===== src/rtl/dmem_arbiter.sv =====
// dmem_arbiter: shares the single-port data RAM between the CPU and one peripheral, CPU priority with starvation guard.
// Define DMEM_ARB_PERF_EN to add saturating conflict/forced-grant performance counters.
module dmem_arbiter #(
    parameter int ADDR_W   = 12,
    parameter int DATA_W   = 32,
    parameter int MAX_WAIT = 4
) (
    input  logic              clock,
    input  logic              reset,
    input  logic              cpu_req,
    input  logic              cpu_wEn,
    input  logic [ADDR_W-1:0] cpu_addr,
    input  logic [DATA_W-1:0] cpu_dataIn,
    output logic              cpu_gnt,
    output logic              cpu_rvalid,
    output logic [DATA_W-1:0] cpu_dataOut,
    input  logic              per_req,
    input  logic              per_wEn,
    input  logic [ADDR_W-1:0] per_addr,
    input  logic [DATA_W-1:0] per_dataIn,
    output logic              per_gnt,
    output logic              per_rvalid,
    output logic [DATA_W-1:0] per_dataOut,
    output logic              ram_wEn,
    output logic [ADDR_W-1:0] ram_addr,
    output logic [DATA_W-1:0] ram_dataIn,
    input  logic [DATA_W-1:0] ram_dataOut
`ifdef DMEM_ARB_PERF_EN
    ,
    output logic [15:0]       perf_conflicts,
    output logic [15:0]       perf_forced
`endif
);
    localparam logic [1:0] NONE = 2'd0;
    localparam logic [1:0] CPU  = 2'd1;
    localparam logic [1:0] PER  = 2'd2;

    logic [3:0]        wait_cnt;
    logic [1:0]        rd_owner;
    logic [ADDR_W-1:0] addr_q;
    logic [DATA_W-1:0] cpu_hold, per_hold;
    logic              conflict, forced;

    assign conflict = cpu_req & per_req;
    assign forced   = conflict & (wait_cnt >= 4'(MAX_WAIT));

    always_comb begin
        cpu_gnt     = !reset & cpu_req & !forced;
        per_gnt     = !reset & per_req & (!cpu_req | forced);
        ram_wEn     = cpu_gnt ? cpu_wEn : per_gnt ? per_wEn : 1'b0;
        ram_addr    = reset ? '0 : cpu_gnt ? cpu_addr : per_gnt ? per_addr : addr_q;
        ram_dataIn  = cpu_gnt ? cpu_dataIn : per_gnt ? per_dataIn : '0;
        cpu_rvalid  = !reset & (rd_owner == CPU);
        per_rvalid  = !reset & (rd_owner == PER);
        cpu_dataOut = reset ? '0 : cpu_rvalid ? ram_dataOut : cpu_hold;
        per_dataOut = reset ? '0 : per_rvalid ? ram_dataOut : per_hold;
    end

    always_ff @(posedge clock) begin
        if (reset) begin
            wait_cnt <= '0;
            rd_owner <= NONE;
            addr_q   <= '0;
            cpu_hold <= '0;
            per_hold <= '0;
        end else begin
            wait_cnt <= (per_gnt | !per_req) ? 4'd0 : (wait_cnt == 4'd15) ? wait_cnt : wait_cnt + 4'd1;
            rd_owner <= (cpu_gnt & !cpu_wEn) ? CPU : (per_gnt & !per_wEn) ? PER : NONE;
            addr_q   <= ram_addr;
            cpu_hold <= cpu_dataOut;
            per_hold <= per_dataOut;
        end
    end

`ifdef DMEM_ARB_PERF_EN
    always_ff @(posedge clock) begin
        if (reset) begin
            perf_conflicts <= '0;
            perf_forced    <= '0;
        end else begin
            if (conflict && perf_conflicts != 16'hFFFF) perf_conflicts <= perf_conflicts + 16'd1;
            if (forced && perf_forced != 16'hFFFF) perf_forced <= perf_forced + 16'd1;
        end
    end
`endif
endmodule


===== config.mk =====
export PLATFORM = sky130hd
export DESIGN_NAME = dmem_arbiter
export DESIGN_NICKNAME = d
export VERILOG_FILES = /design/src/rtl/dmem_arbiter.sv
export SDC_FILE = /design/constraint.sdc
export NUM_CORES = 1
export LEC_CHECK = 0
export ABC_AREA = 1
export CORE_UTILIZATION = 37
export CTS_BUF_LIST = sky130_fd_sc_hd__clkbuf_16
export CTS_CLUSTER_DIAMETER = 150
export DETAILED_ROUTE_END_ITERATION = 10
export GPL_TIMING_DRIVEN = 0
export PLACE_DENSITY = 0.92
export SLEW_MARGIN = 30
export SYNTH_ARGS = -nofsm -noshare
export SYNTH_HDL_FRONTEND = slang
export SYNTH_SLANG_ARGS = --single-unit

===== constraint.sdc =====
create_clock -name clock -period 1.8 [get_ports clock]
set_input_delay 0.36 -clock clock [delete_from_list [all_inputs] [get_ports clock]]
set_output_delay 0.36 -clock clock [all_outputs]
set_load 0.02 [all_outputs]

==> results of run 1 <==
[what timing repair did]
action / CTS / global route
gates cloned: 11 / 5
hold buffers: 0 / 0
endpoints found under the setup margin: 113 / 113
setup buffers: 17 / 9
resized for setup: 765 / 328
endpoints found under the hold margin: 0 / 0
pin swaps: 35 / 55
[worst paths after layout]
path / slack (ns) / cells after the start / start / to
worst max-delay path: -0.19 / 6 / wait_cnt[3] / ram_dataIn[17]
worst min-delay path: 0.42 / 3 / cpu_req / wait_cnt[1]
worst max register to register: 0.22 / 6 / rd_owner[0] / cpu_hold[22]
worst min register to register: 0.52 / 2 / wait_cnt[1] / wait_cnt[1]
[critical path, cell delays in order (launching register included)]
cell	delay (ns)
dfxtp_4	0.37
o21ai_4	0.25
buf_6	0.16
buf_8	0.13
nand3_1	0.13
nand2_2	0.13
buf_6	0.13
[metrics by stage]
| stage | utilization, % | power [W] | cell area, sq um | setup WS (ns) |
|---|---|---|---|---|
| 2_1_floorplan | - | 0.00250 | 3980 | 0.0999 |
| 3_3_place_gp | 62.8 | 0.00314 | 6520 | -0.996 |
| 3_5_place_dp | 62.8 | 0.00316 | 6520 | -0.975 |
| 4_1_cts | 72.1 | 0.00526 | 7480 | -0.148 |
| 5_1_grt | 85.0 | 0.00582 | 8810 | -0.218 |
| 6_report | 85.0 | 0.00568 | 8810 | -0.191 |
[placed cells by master (no fill, tap or decap), types with 15 or more instances in the layout]
master and count:
a21oi_1 74, a21oi_2 36, a21oi_4 20, buf_12 15, buf_4 63, buf_6 93
clkdlybuf4s50_1 122, dfxtp_1 78, inv_1 48, nand2_1 27, nand2_2 45, nand3_1 34
nand3_2 30, nand3_4 27, nor2_1 27, o21ai_1 40, o21ai_2 24
[synthesized netlist by cell type]
cell type / count / share of area (%)
o21ai_0: 55 / 6.9
nand4_1: 2 / 0.31
inv_1: 48 / 4.5
o21ai_2: 1 / 0.22
nor2_2: 3 / 0.47
buf_4: 2 / 0.38
nand3_1: 91 / 11
o21ai_1: 10 / 1.3
ha_1: 1 / 0.31
clkbuf_1: 8 / 0.76
buf_2: 34 / 4.3
a21oi_1: 130 / 16
clkinv_1: 1 / 0.094
inv_2: 3 / 0.28
dfxtp_1: 82 / 41
clkbuf_2: 4 / 0.50
xnor2_1: 2 / 0.44
nand2_1: 74 / 7.0
nor2_1: 28 / 2.6
conb_1: 1 / 0.094
nor3_1: 3 / 0.38
[layer usage]
metal,vias to the layer above,wire length (um),track usage [%]
met5,-,0,0
met4,0,1490,15.6
met3,120,1890,6.49
met2,428,11800,56.9
met1,2828,7430,32.0
li1,2566,-,-
[power by group through the flow]
stage	clock network, W	registers, W	logic [W]
2_1_floorplan	0	0.00196	0.000545
3_3_place_gp	0	0.00196	0.00118
3_5_place_dp	0	0.00196	0.00119
4_1_cts	0.00198	0.00193	0.00135
5_1_grt	0.00208	0.00194	0.00180
6_report	0.00200	0.00194	0.00174
[sequential cells by signal (all words and copies together), names as in the netlist]
name / count
addr_q: 12
rd_owner: 2
wait_cnt: 4
per_hold: 32
cpu_hold: 32
[final cells by class]
class	instances	area, sq um
inverters	52	200
multi-input cells	401	3010
clock inverters	7	92.6
clock buffers	9	225
repair buffers	279	2890
plain buffers	47	578
well taps	136	170
flip-flops and latches	82	1650
fillers	498	1560
[cells by family (layout without fill, tap and decap cells)]
logic type / count (synthesis) / count (layout) / share of synthesized area [%]
AND/OR/NAND/NOR: 201 / 201 / 22.3
AO/OA/AOI/OAI: 196 / 196 / 24.8
buffers and inverters: 100 / 394 / 10.8
flip-flops: 82 / 82 / 41.3
XOR/XNOR: 2 / 2 / 0.441
adder cells (fa/ha/maj): 1 / 1 / 0.315
other: 1 / 1 / 0.0943
==> results list, run 1 <==
- The run finished, with violations left.
- The final reports fail on negative setup slack.
* Clock net sink count: between 80 and 90
- RSZ-0062 raised after global routing: yes
* Placed Instances: 956
- Count of buffers from port buffering: 237
* Worst min-delay path category: in -> reg
- Signed area change from the synthesized netlist to the final layout: 122%
- At the pin with the least slew margin, the transition time is 0.591 ns.
* CP Class: reg -> out
- The die is 106 um tall.
* First-pass GRT wire length: 26.9 mm
- Sequential cell area fraction in the yosys report: 41.3%
- Number of endpoints failing setup at the final stage: 110
- The total overflow left after global routing is 0.
* Highest clock frequency the design can meet: approximately 500 MHz
- Clock-pin slew was measured on the worst setup and hold paths at approximately 0.06 ns.
* Hold violation total from the final report: 0
- Switching part of the total: 30.6%
- Number of distinct library cells after synthesis: 21
- For the final database, setup skew stands at 0.00551 ns.
- After floorplanning, the core was sized to cover roughly 10000 sq um.
* CTS Root Buffer Type: clkbuf_16
- Width of the die: 106 um
* Initial Util: a little under two fifths
- The finished layout holds approximately 1000 standard cells, fillers aside.
- Clock Latency Late Sink: approximately 0.34 ns
* Leak pwr: about 3.8 nW
* Ratio of cells with drive above 1 in the final layout: 47.1%
* Post-Syn Nets: 710
* Final min period: 1.99 ns
- Synthesis handed over a netlist of 583 instances.
* Number of buffers on the longest clock path: 2
- Detailed-route via count: 5942
- The worst-case IR drop observed on VDD is 565 uV.
* Post-Synthesis Cell Area: ~4000 sq um
- The number of global-route vias before repair came to 5376.
* Total net switching power: 0.00174 W
* Area of the die: 11200 sq um
* Sort of element at the end of the critical path: output pin
- Num rows: 37
- Initial antenna violation count: 0
- Sequential cells burn around 34% of the power.
* Total CTS buffers: 9
- Global routing used 30.5% of the available tracks.
* Diodes inserted: 0
* Cell internal power dissipation: 0.00394 W
- Yosys warning count: 0
- The congestion estimate from routability-driven global placement came to 0.898.
* Data required, critical path: 1.44 ns
- Number of design-rule violations left by the first detailed-router iteration: 412
* Routed wire length: 22.6 mm
* Final layout net count: 999
- Pwr dens: around 640 nW/um^2
- H-tree levels: 3
* Routed wirelength normalized by instance count: 22.3 um
* Residual antenna-violating net count after detailed routing: 0
- During I/O placement, the number of pins put on the boundary was 239.
- Final worst setup slack: -0.191 ns
- TritonCTS built the clock tree.
- Hold timing on the final database bottoms out at a slack of 0.418 ns.
- Remaining routing DRC violations: 0
- Synthesis inferred 82 register bits.
* Clk pwr share: a little over a third
- Sort of element at the start of the critical path: flip-flop
- Per-cell via count in the routed design: 5.87
- Final setup TNS: -11.09 ns
- Entering global routing, the biggest net connects 15 pins.
- The worst pin sits at a relative slew slack of 60.6%.
* Maximum fanout count along the critical path: 10
- The number of slew-limit violations in the final report came to 0.
* Mean Syn Cell Area: 6.82 sq um
- The first detailed-routing pass ran for 5 iterations.
- Tcrit/Tclk final: 111%
- In this run, the combinational gates consume 30.7% of the power.
- MaxCap Viol Count: 0
* Data arrival time of the worst path: ~1.6 ns
* DPL Wire Length: 11.2 mm
(Power assumes the default switching activity.)
==> run 2, diff against run 1 <==
--- a/config.mk
+++ b/config.mk
@@ -6,6 +6,7 @@
 export NUM_CORES = 1
 export LEC_CHECK = 0
 export ABC_AREA = 1
+export CORE_MARGIN = 2
 export CORE_UTILIZATION = 37
 export CTS_BUF_LIST = sky130_fd_sc_hd__clkbuf_16
 export CTS_CLUSTER_DIAMETER = 150
==> run 2 against run 1 <==
- the run still ends with negative setup slack left
- cell count shrank 0.39%
- clock skew shrank 0.0017 ns
- global-route usage shrank 1.5 points
- count of clock-buffer cells in the layout is the same
==> results list, run 2 (same netlist as run 1, synthesis figures left out) <==
* Initial Util: 38.3%
- In this run the cell area measured after placement is 6520 sq um.
* Final layout net count: 995
- Via count of the first global-routing pass: 5239
- Data required, critical path: 1.44 ns
* MaxCap Viol Count: 0
- Power spread over the standard cell area amounts to 630 nW/um^2.
- Data arrives at the worst endpoint at 1.66 ns.
* Most common library cell in the layout ignoring fill and taps: clkdlybuf4s50_1
- Clock Latency Late Sink: around 0.34 ns
- On the worst path, the slowest cell contributes a delay of 0.31 ns.
- Largest vdd supply drop: around 540 uV
- TritonCTS clock tree: built
* Total CTS buffers: 9
- Total net switching power: between 0.0015 and 0.002 W
- For hold timing, the worst endpoint is wait_cnt[0].
- Number of buffers on the longest clock path: 2
* Final worst setup slack: -0.218 ns
- The critical path goes through buf_4 -> inv_2 -> clkbuf_4 -> buf_2 -> o21ai_1 -> a21oi_4 -> buf_6.
* Leak pwr: 3.88 nW
* Number of endpoints failing setup at the final stage: 110
- The first global-routing pass estimated 26.4 mm of wire.
- The die covers 11600 sq um.
- Maximum fanout count along the critical path: 10
- Worst min-delay path category: in -> reg
- The number of cells on the worst reg-to-reg path is 5.
* Sort of element at the end of the critical path: output pin
* Worst path bufs/invs: 5
- Worst R2R Start: rd_owner[0]
* Clk pwr share: 34.8%
- The pre-antenna-repair detailed-routing pass consisted of 5 iterations.
- Largest registers ranked by flip-flop count: cpu_hold: 32 flops, per_hold: 32 flops, addr_q: 12 flops
- For this run, the total global-route usage over all layers was measured as 29.0%.
- The routed design could run at a clock period as short as 2.02 ns.
- Buffers placed on the I/O ports in this run total 237.
- Sequential power share: 34.1%
- Across the routed clock network, the largest skew measured is 0.00376 ns.
* R2R setup slack: 0.25 ns
* Per-cell via count in the routed design: 5.86
- H-tree levels: 3
- Ratio of cells with drive above 1 in the final layout: 47.0%
- Setup slack after placement: -0.967 ns
- Net switching is 30.7% of the power.
* CTS Root Buffer Type: clkbuf_16
- Summing all multi-input logic gate instances after layout gives 3110 sq um.
- Clock tree synthesis found a total of 82 sinks.
- The number of placed instances, taps included, is 956.
* Post-CTS clock slew at the launch and capture registers of the worst setup and hold paths: roughly 0.060 ns
* Pin count of the biggest net entering global routing: 15
* Residual antenna-violating net count after detailed routing: 0
- DPL Wire Length: around 12 mm
- Among all stages on the critical path, the largest delay is contributed by buf_2.
- The layout has around 450 filler cells.
* Most used cells in the layout excluding fill and tap cells: clkdlybuf4s50_1 (122), buf_6 (93), dfxtp_1 (78), a21oi_1 (66), inv_1 (48)
- Overall power after layout: 0.00569 W
* Diodes inserted: 0
* Routed wirelength normalized by instance count: 23.6 um
- The finished cells cover approximately 9000 sq um.
* Critical hold path startpoint: cpu_req
- Relative to the synthesized area, the layout overhead comes to 127%.
* Die Span Y: roughly 110 um
* Number of design-rule violations left by the first detailed-router iteration: 427
* Hold violation total from the final report: 0
* Depth of the worst hold-timing path: 3
* Sort of element at the start of the critical path: primary input
- CP Class: in -> out
- After global routing the overflow that remains totals 0.
- The internal power of the cells totals 0.00395 W.
- Area of all sequential standard cells: 1660 sq um
* Final Non-Filler Cells: 1009
- Cts-stage hold buffer count: 0
* Detailed-route via count: 5912
* Worst-margin pin slew: approximately 0.58 ns
- Result of the run: finished with violations
- The final reports fail on negative setup slack.
* Combinational fraction of design power: 31.1%
- The number of slew-limit violations in the final report is 0.
- The floorplan has 37 rows.
- For this design the top-level I/O count stands at approximately 240.
- Cell class contributing the biggest share of worst-path delay: buffers and inverters
* Highest clock frequency the design can meet: between 400 and 500 MHz
- Worst max-slew margin expressed relative to the limit: about three fifths
- Endpoint of the most critical register-to-register path: cpu_hold[3]
- Setup repair after global routing could not meet its margin everywhere.
- Initial antenna violation count: 0
- Routed wire length: 23.8 mm
* Remaining routing DRC violations: 0
- Width of the die: approximately 110 um
- Of the available clock period, the critical path in the final layout requires 112%.
* Core Footprint: 10400 sq um
- The congestion estimate from routability-driven global placement came to 0.869.
-- run 2: cell count changes in the layout (fill, tap and decap cells not counted), moves of 8 or more --
cell	previous run	this run
a21oi_1	74	66
nand2_1	27	38
nand2_2	45	35
a21oi_4	20	32
clkbuf_16	14	22
o21ai_1	40	29
buf_4	63	44
-- run 2: routing by layer --
metal	track usage [%]	up-vias	share of wire (%)
li1	-	2545	-
met1	30.0	2817	32
met2	53.1	415	52
met3	8.35	135	8.6
met4	14.2	0	6.7
met5	0	-	0
-- run 2: worst register-to-register path, stage by stage, from the launching register on --
cell and delay (ns):
dfxtp_4 0.38, inv_4 0.04, nor2_4 0.14, clkbuf_16 0.18, clkbuf_1 0.45, a21oi_1 0.21
-- run 2: what timing repair did --
action | in CTS | in global routing
cloned | 8 | 13
setup endpoints to repair | 113 | 111
gates resized for setup | 779 | 325
setup buffers | 12 | 9
pin swaps | 27 | 81
-- run 2: layout make-up --
class / instances / area share, %
plain buffers: 44 / 5.76
clock buffers: 9 / 2.49
clock inverters: 7 / 1.02
inverters: 52 / 2.27
multi-input cells: 401 / 34.4
flip-flops and latches: 82 / 18.3
well taps: 136 / 1.88
repair buffers: 278 / 33.9
-- run 2: how the worst max path moves through the flow --
stage / startpoint / endpoint / cells after the start
2_1_floorplan: reset / cpu_dataOut[11] / 6
3_3_place_gp: per_req / ram_addr[10] / 7
3_5_place_dp: per_req / ram_addr[10] / 7
4_1_cts: wait_cnt[2] / ram_addr[1] / 7
5_1_grt: reset / cpu_dataOut[17] / 7
6_report: reset / cpu_dataOut[17] / 7
-- run 2: per-stage QoR --
stage	TNS [ns]	utilization, %	hold slack, ns
final	-14.07	87.2	0.430
after global routing	-18.24	87.2	0.447
after CTS	-10.06	71.8	0.434
after detailed placement	-73.35	62.8	0.511
after global placement	-71.52	62.8	0.484
after floorplan	0	-	0.432
-- run 2: power groups by stage --
stage          clock (W)  sequential, W  combinational (W)
6_report         0.00198        0.00194            0.00177
5_1_grt          0.00207        0.00195            0.00184
4_1_cts          0.00197        0.00193            0.00133
3_5_place_dp           0        0.00196            0.00119
3_3_place_gp           0        0.00196            0.00118
2_1_floorplan          0        0.00196           0.000545
